<file path="src/rtl/sb_pattern_pkg.sv">
// Shared types and helpers for the sideband pattern generator.
// Holds the FSM state encoding and the clock-pattern builder.
package sb_pattern_pkg;

    localparam int PAT_MAX = 1024;

    typedef enum logic [2:0] {
        ST_IDLE,
        ST_SEND,
        ST_POST,
        ST_DONE,
        ST_TOUT
    } state_t;

    // Alternating bits, LSB = 0; callers keep the low bits they need.
    function automatic logic [PAT_MAX-1:0] clk_pattern();
        logic [PAT_MAX-1:0] p;
        p = '0;
        for (int i = 1; i < PAT_MAX; i += 2) begin
            p[i] = 1'b1;
        end
        return p;
    endfunction

    function automatic int cnt_width(input int limit);
        return (limit > 1) ? $clog2(limit) : 1;
    endfunction

endpackage

</file>
<file path="src/rtl/sb_pattern_cnt.sv">
// Clear/enable saturating counter with terminal-count flag.
// Stops at LIMIT-1 so it can never wrap.
module sb_pattern_cnt
    import sb_pattern_pkg::*;
#(
    parameter int LIMIT = 4
) (
    input  logic clk,
    input  logic rst,
    input  logic clr,
    input  logic en,
    output logic tc
);

    localparam int W = cnt_width(LIMIT);
    localparam logic [W-1:0] LAST = W'(LIMIT - 1);

    logic [W-1:0] count;

    assign tc = (count == LAST);

    always_ff @(posedge clk) begin
        if (rst || clr) begin
            count <= '0;
        end else if (en && !tc) begin
            count <= count + 1'b1;
        end
    end

endmodule

</file>
<file path="src/rtl/sb_pattern_gen_param.sv">
// Sideband pattern generator: sends a beat until the partner detects it,
// then a fixed number of accepted beats, with timeout and abort.
module sb_pattern_gen_param
    import sb_pattern_pkg::*;
#(
    parameter int PATTERN_W      = 64,
    parameter int TIMEOUT_CYCLES = 800000,
    parameter int POST_ITER      = 4
) (
    input  logic                 i_clk,
    input  logic                 i_rst,
    input  logic                 i_start_pattern_req,
    input  logic                 i_stop,
    input  logic                 i_mode,
    input  logic [PATTERN_W-1:0] i_custom_pattern,
    input  logic                 i_rx_sb_pattern_samp_done,
    input  logic                 i_ser_done,
    output logic [PATTERN_W-1:0] o_pattern,
    output logic                 o_pattern_valid,
    output logic                 o_start_pattern_done,
    output logic                 o_pattern_time_out,
    output logic                 o_busy
);

    localparam logic [PAT_MAX-1:0]   CLK_FULL = clk_pattern();
    localparam logic [PATTERN_W-1:0] CLK_PAT  = CLK_FULL[PATTERN_W-1:0];

    state_t               state;
    state_t               nxt;
    logic [PATTERN_W-1:0] beat;
    logic [PATTERN_W-1:0] new_beat;
    logic [PATTERN_W-1:0] out_beat;
    logic                 accept;
    logic                 to_tc;
    logic                 beat_tc;
    logic                 send_on;
    logic                 post_on;
    logic                 load;

    assign send_on  = (state == ST_SEND);
    assign post_on  = (state == ST_POST);
    assign accept   = o_pattern_valid && i_ser_done;
    assign new_beat = i_mode ? i_custom_pattern : CLK_PAT;
    assign load     = (state == ST_IDLE) && i_start_pattern_req && !i_stop;
    // On the start cycle the latch is not yet loaded, so forward the new beat.
    assign out_beat = load ? new_beat : beat;

    sb_pattern_cnt #(
        .LIMIT(TIMEOUT_CYCLES)
    ) u_to_cnt (
        .clk(i_clk),
        .rst(i_rst),
        .clr(!send_on),
        .en (send_on),
        .tc (to_tc)
    );

    sb_pattern_cnt #(
        .LIMIT(POST_ITER)
    ) u_beat_cnt (
        .clk(i_clk),
        .rst(i_rst),
        .clr(!post_on),
        .en (post_on && accept),
        .tc (beat_tc)
    );

    always_comb begin
        nxt = state;
        if (i_stop) begin
            nxt = ST_IDLE;
        end else begin
            unique case (state)
                ST_IDLE: if (i_start_pattern_req) nxt = ST_SEND;
                ST_SEND: begin
                    if (i_rx_sb_pattern_samp_done) nxt = ST_POST;
                    else if (to_tc)                nxt = ST_TOUT;
                end
                ST_POST: if (accept && beat_tc) nxt = ST_DONE;
                ST_DONE: nxt = ST_IDLE;
                ST_TOUT: nxt = ST_IDLE;
                default: nxt = ST_IDLE;
            endcase
        end
    end

    always_ff @(posedge i_clk) begin
        if (i_rst) begin
            state                <= ST_IDLE;
            beat                 <= '0;
            o_pattern            <= '0;
            o_pattern_valid      <= 1'b0;
            o_start_pattern_done <= 1'b0;
            o_pattern_time_out   <= 1'b0;
            o_busy               <= 1'b0;
        end else begin
            state <= nxt;
            if (load) begin
                beat <= new_beat;
            end
            if (nxt == ST_SEND || nxt == ST_POST) begin
                o_pattern       <= out_beat;
                o_pattern_valid <= 1'b1;
            end else begin
                o_pattern       <= '0;
                o_pattern_valid <= 1'b0;
            end
            o_start_pattern_done <= (nxt == ST_DONE);
            o_pattern_time_out   <= (nxt == ST_TOUT);
            o_busy               <= (nxt != ST_IDLE);
        end
    end

endmodule

</file>
<file path="config.mk">
export PLATFORM = sky130hd
export DESIGN_NAME = sb_pattern_gen_param
export DESIGN_NICKNAME = d
export VERILOG_FILES = /design/src/rtl/sb_pattern_pkg.sv /design/src/rtl/sb_pattern_cnt.sv /design/src/rtl/sb_pattern_gen_param.sv
export SDC_FILE = /design/constraint.sdc
export NUM_CORES = 1
export LEC_CHECK = 0
export CAP_MARGIN = 20
export CORE_MARGIN = 2
export CORE_UTILIZATION = 46
export DETAILED_ROUTE_END_ITERATION = 8
export PLACE_DENSITY = 0.88
export SLEW_MARGIN = 15
export SYNTH_ARGS = -nofsm -noshare
export SYNTH_HDL_FRONTEND = slang
export SYNTH_SLANG_ARGS = --single-unit
</file>
<file path="constraint.sdc">
create_clock -name i_clk -period 2.6 [get_ports i_clk]
set_input_delay 0.39 -clock i_clk [delete_from_list [all_inputs] [get_ports i_clk]]
set_output_delay 0.39 -clock i_clk [all_outputs]
set_load 0.01 [all_outputs]
</file>
==> impl_metrics.toml <==
[layout]
final_nets = 896
final_core_util = 0.622
area_delta_synth_final_pct = 32.6
fill_cells = 1101
antenna_cells_inserted = 0
layout-drive-gt1-share = 0.0801
seqCellArea_um2 = 3140
multi_input_comb_area_um2 = 2930

[status]
result_of_the_run = "completed"

[clocking]
numClockSinks = 157
worst_skew_pair.late_latency_ps = 430
htree_num_levels = 4
clk_pin_slew_ps = 70
holdBufCountCts = 0
cts-buffers-inserted = 17
cts.root.buffer_cell = "clkbuf_16"
postCtsSetupRepairBufs = 0
clock_tree.buffer_depth = 2
cts_tree = "yes"
cts_repair_resize_count = 0

[sta]
fmax_ghz = 0.398
report.final.hold_viol_count = 0
tightestPinTransition_ps = 735
setup_repair_after_global_routing_missed_its_margin = "no"
setup_viol = 0
maxSlewViolCount = 0
period_share = 0.967
final.setup_skew_ps = 7.86
timing.max_slew.rel_slack = 0.497
post-route-min-period_ps = 2510
total_neg_setup_slack_ps = 0
setup_ws_ps = 86.3

[worst_setup_path]
startpoint_class = "flip-flop"
r2r_cells = 6
worst-path-max-fanout = 37
worst_r2r_startpoint = "u_to_cnt.count[14]$_SDFFE_PP0P_"
ff2ff_setup_slack_ps = 90
critPathCaptureType = "flip-flop"
worst_ep_required_time_ps = 2890
worstSetupPathType = "reg2reg"
worst_ep_arrival_time_ps = 2800
crit-reg2reg-capture = "o_pattern[60]$_SDFF_PP0_"

[placement]
io_buffer_count = 138
preCtsSetupSlack_ps = 14.0
gp_routability_congestion = 0.836
dp_hpwl_um = 10500

[synth]
syn-instance-count = 717
post_synth_arst_share = 0
count_of_synthesis_stage_warnings_from_yosys = 0
avgSynthCellArea_um2 = 9.05
synth_edf_count = 0
ys_seq_elements = 157
synthDistinctLibCells = 43
synthesis.area_um2 = 6490
postSynthNetCount = 790
yosysSeqAreaShare = 0.484
yosys_most_used_dff = "dfxtp_1"

[drt]
remaining_drc_errors = 0
drtPass1Iterations = 5
avgRoutedWirePerCell_um = 16.9
vias = 5852
drt_iter0_drc = 472
met1_length_um = 7520
route.met2.wl_um = 8090
avgViaCountPerCell = 5.76
antenna_violating_nets_remaining = 0
met3WireLength_um = 1090
dr.max_layer_used = "met4"
drt-total-wl_um = 17200

[global_routing]
grt_pass1_wl_um = 27200
grt_antenna_before_repair = 0
via_count_of_the_first_global_routing_pass = 5479
largest_net_degree_at_the_start_of_global_routing = 66
grt_usage = 0.231
gr-total-overflow = 0

[die]
floorplan.die.width_um = 123
io_pins = 139
die_area_um2 = 15100
placementRows = 43
die_y_um = 123
core-area_um2 = 13800
floorplan.initialDensity = 0.469

[power]
vdd_drop_max_uv = 413
total_power_after_layout_uw = 5450
power.density_nw_per_um2 = 633
leakage_power_uw = 0.00315

[flow_run]
drv.max_cap_violation_count = 0

[hold_path]
holdCritPathClass = "in2reg"
timing.hold.worst_path_depth = 2
worst_hold_startpoint = "i_rst"
hold_ep = "state[1]$_SDFF_PP0_"
## synthesized netlist by cell type (all sizes together), types with 4 or more instances
master,instances,area (um^2)
a2111o,32,360
a211oi,70,526
a21boi,33,248
a21oi,73,365
and4,5,43.8
buf,13,80.1
clkbuf,61,229
dfxtp,157,3140
inv,37,139
mux2i,8,80.1
nand2,51,191
nand2b,9,56.3
nand3,8,40.0
nand4,6,37.5
nor2,5,18.8
nor2b,33,206
nor3,39,195
nor4,5,37.5
o21ai,36,180
o31ai,4,30.0
or4,7,56.3
## per-stage QoR
stage / hold WS (ps) / cell area (um^2) / std cells
2_1_floorplan: 451 / 6490 / 717
3_3_place_gp: 465 / 8040 / 983
3_5_place_dp: 483 / 8040 / 983
4_1_cts: 283 / 8590 / 1015
5_1_grt: 310 / 8600 / 1016
6_report: 304 / 8600 / 1016
## cells in the final DEF, fill, tap and decap left out, types with 9 or more instances in the layout
cell,instances
o21ai_0,36
a211oi_1,70
clkdlybuf4s50_1,135
a2111o_1,32
nor2b_1,33
a21boi_0,33
nand2_1,51
clkbuf_16,17
inv_1,37
a21oi_1,73
nand2b_1,9
dfxtp_1,157
buf_4,17
nor3_1,38
## cell type report
| type | count | area share |
|---|---|---|
| Inverter | 37 | 0.0162 |
| Timing Repair Buffer | 161 | 0.188 |
| Clock buffer | 17 | 0.0495 |
| Clock inverter | 15 | 0.0148 |
| Multi-Input combinational cell | 449 | 0.340 |
| Sequential cell | 157 | 0.365 |
| Tap cell | 180 | 0.0262 |
## where the power goes
part	internal (uW)	switching, uW	total [uW]	leakage (uW)
clock network	1250	1080	2330	0.000257
logic	284	316	599	0.00161
registers	2490	28.3	2520	0.00128
total	4020	1420	5450	0.00315
## routing by layer
metal,up-vias,track usage
met5,-,0
met4,0,0.108
met3,44,0.0562
met2,213,0.356
met1,2769,0.305
li1,2826,-
## state kept, by name, summed over array words and instances, names as in the netlist
name	count
u_to_cnt.count	20
o_start_pattern_done	1
o_pattern_valid	1
o_pattern	64
o_busy	1
u_beat_cnt.count	2
state	3
o_pattern_time_out	1
beat	64
## worst max-delay path by stage
| stage | startpoint | to | slack, ps |
|---|---|---|---|
| after global placement | u_to_cnt.count[14]$_SDFFE_PP0P_ | o_pattern[8]$_SDFF_PP0_ | 90 |
| after floorplan | u_to_cnt.count[14]$_SDFFE_PP0P_ | o_pattern[11]$_SDFF_PP0_ | 200 |
| after CTS | u_to_cnt.count[14]$_SDFFE_PP0P_ | o_pattern[8]$_SDFF_PP0_ | 1 |
| after global routing | u_to_cnt.count[14]$_SDFFE_PP0P_ | o_pattern[60]$_SDFF_PP0_ | 30 |
| final | u_to_cnt.count[14]$_SDFFE_PP0P_ | o_pattern[60]$_SDFF_PP0_ | 90 |
| after detailed placement | u_to_cnt.count[14]$_SDFFE_PP0P_ | o_pattern[20]$_SDFF_PP0_ | 10 |
## critical path: stages, from the launching register on
cell and delay, ps:
dfxtp_1 330, or4_1 600, or4_4 600, a2111oi_4 300, buf_4 200, buf_12 210
a211oi_1 130
## cell families (layout without fill, tap and decap cells)
kind of cell,after synthesis,after routing,share of synthesized area
AO/OA/AOI/OAI,256,256,0.277
AND/OR/NAND/NOR,182,182,0.152
flip-flops,157,157,0.484
buffers and inverters,111,230,0.0690
multiplexers,8,8,0.0123
adder cells (fa/ha/maj),2,2,0.00386
XOR/XNOR,1,1,0.00135
Note: power is estimated with default switching activity, not from simulation.
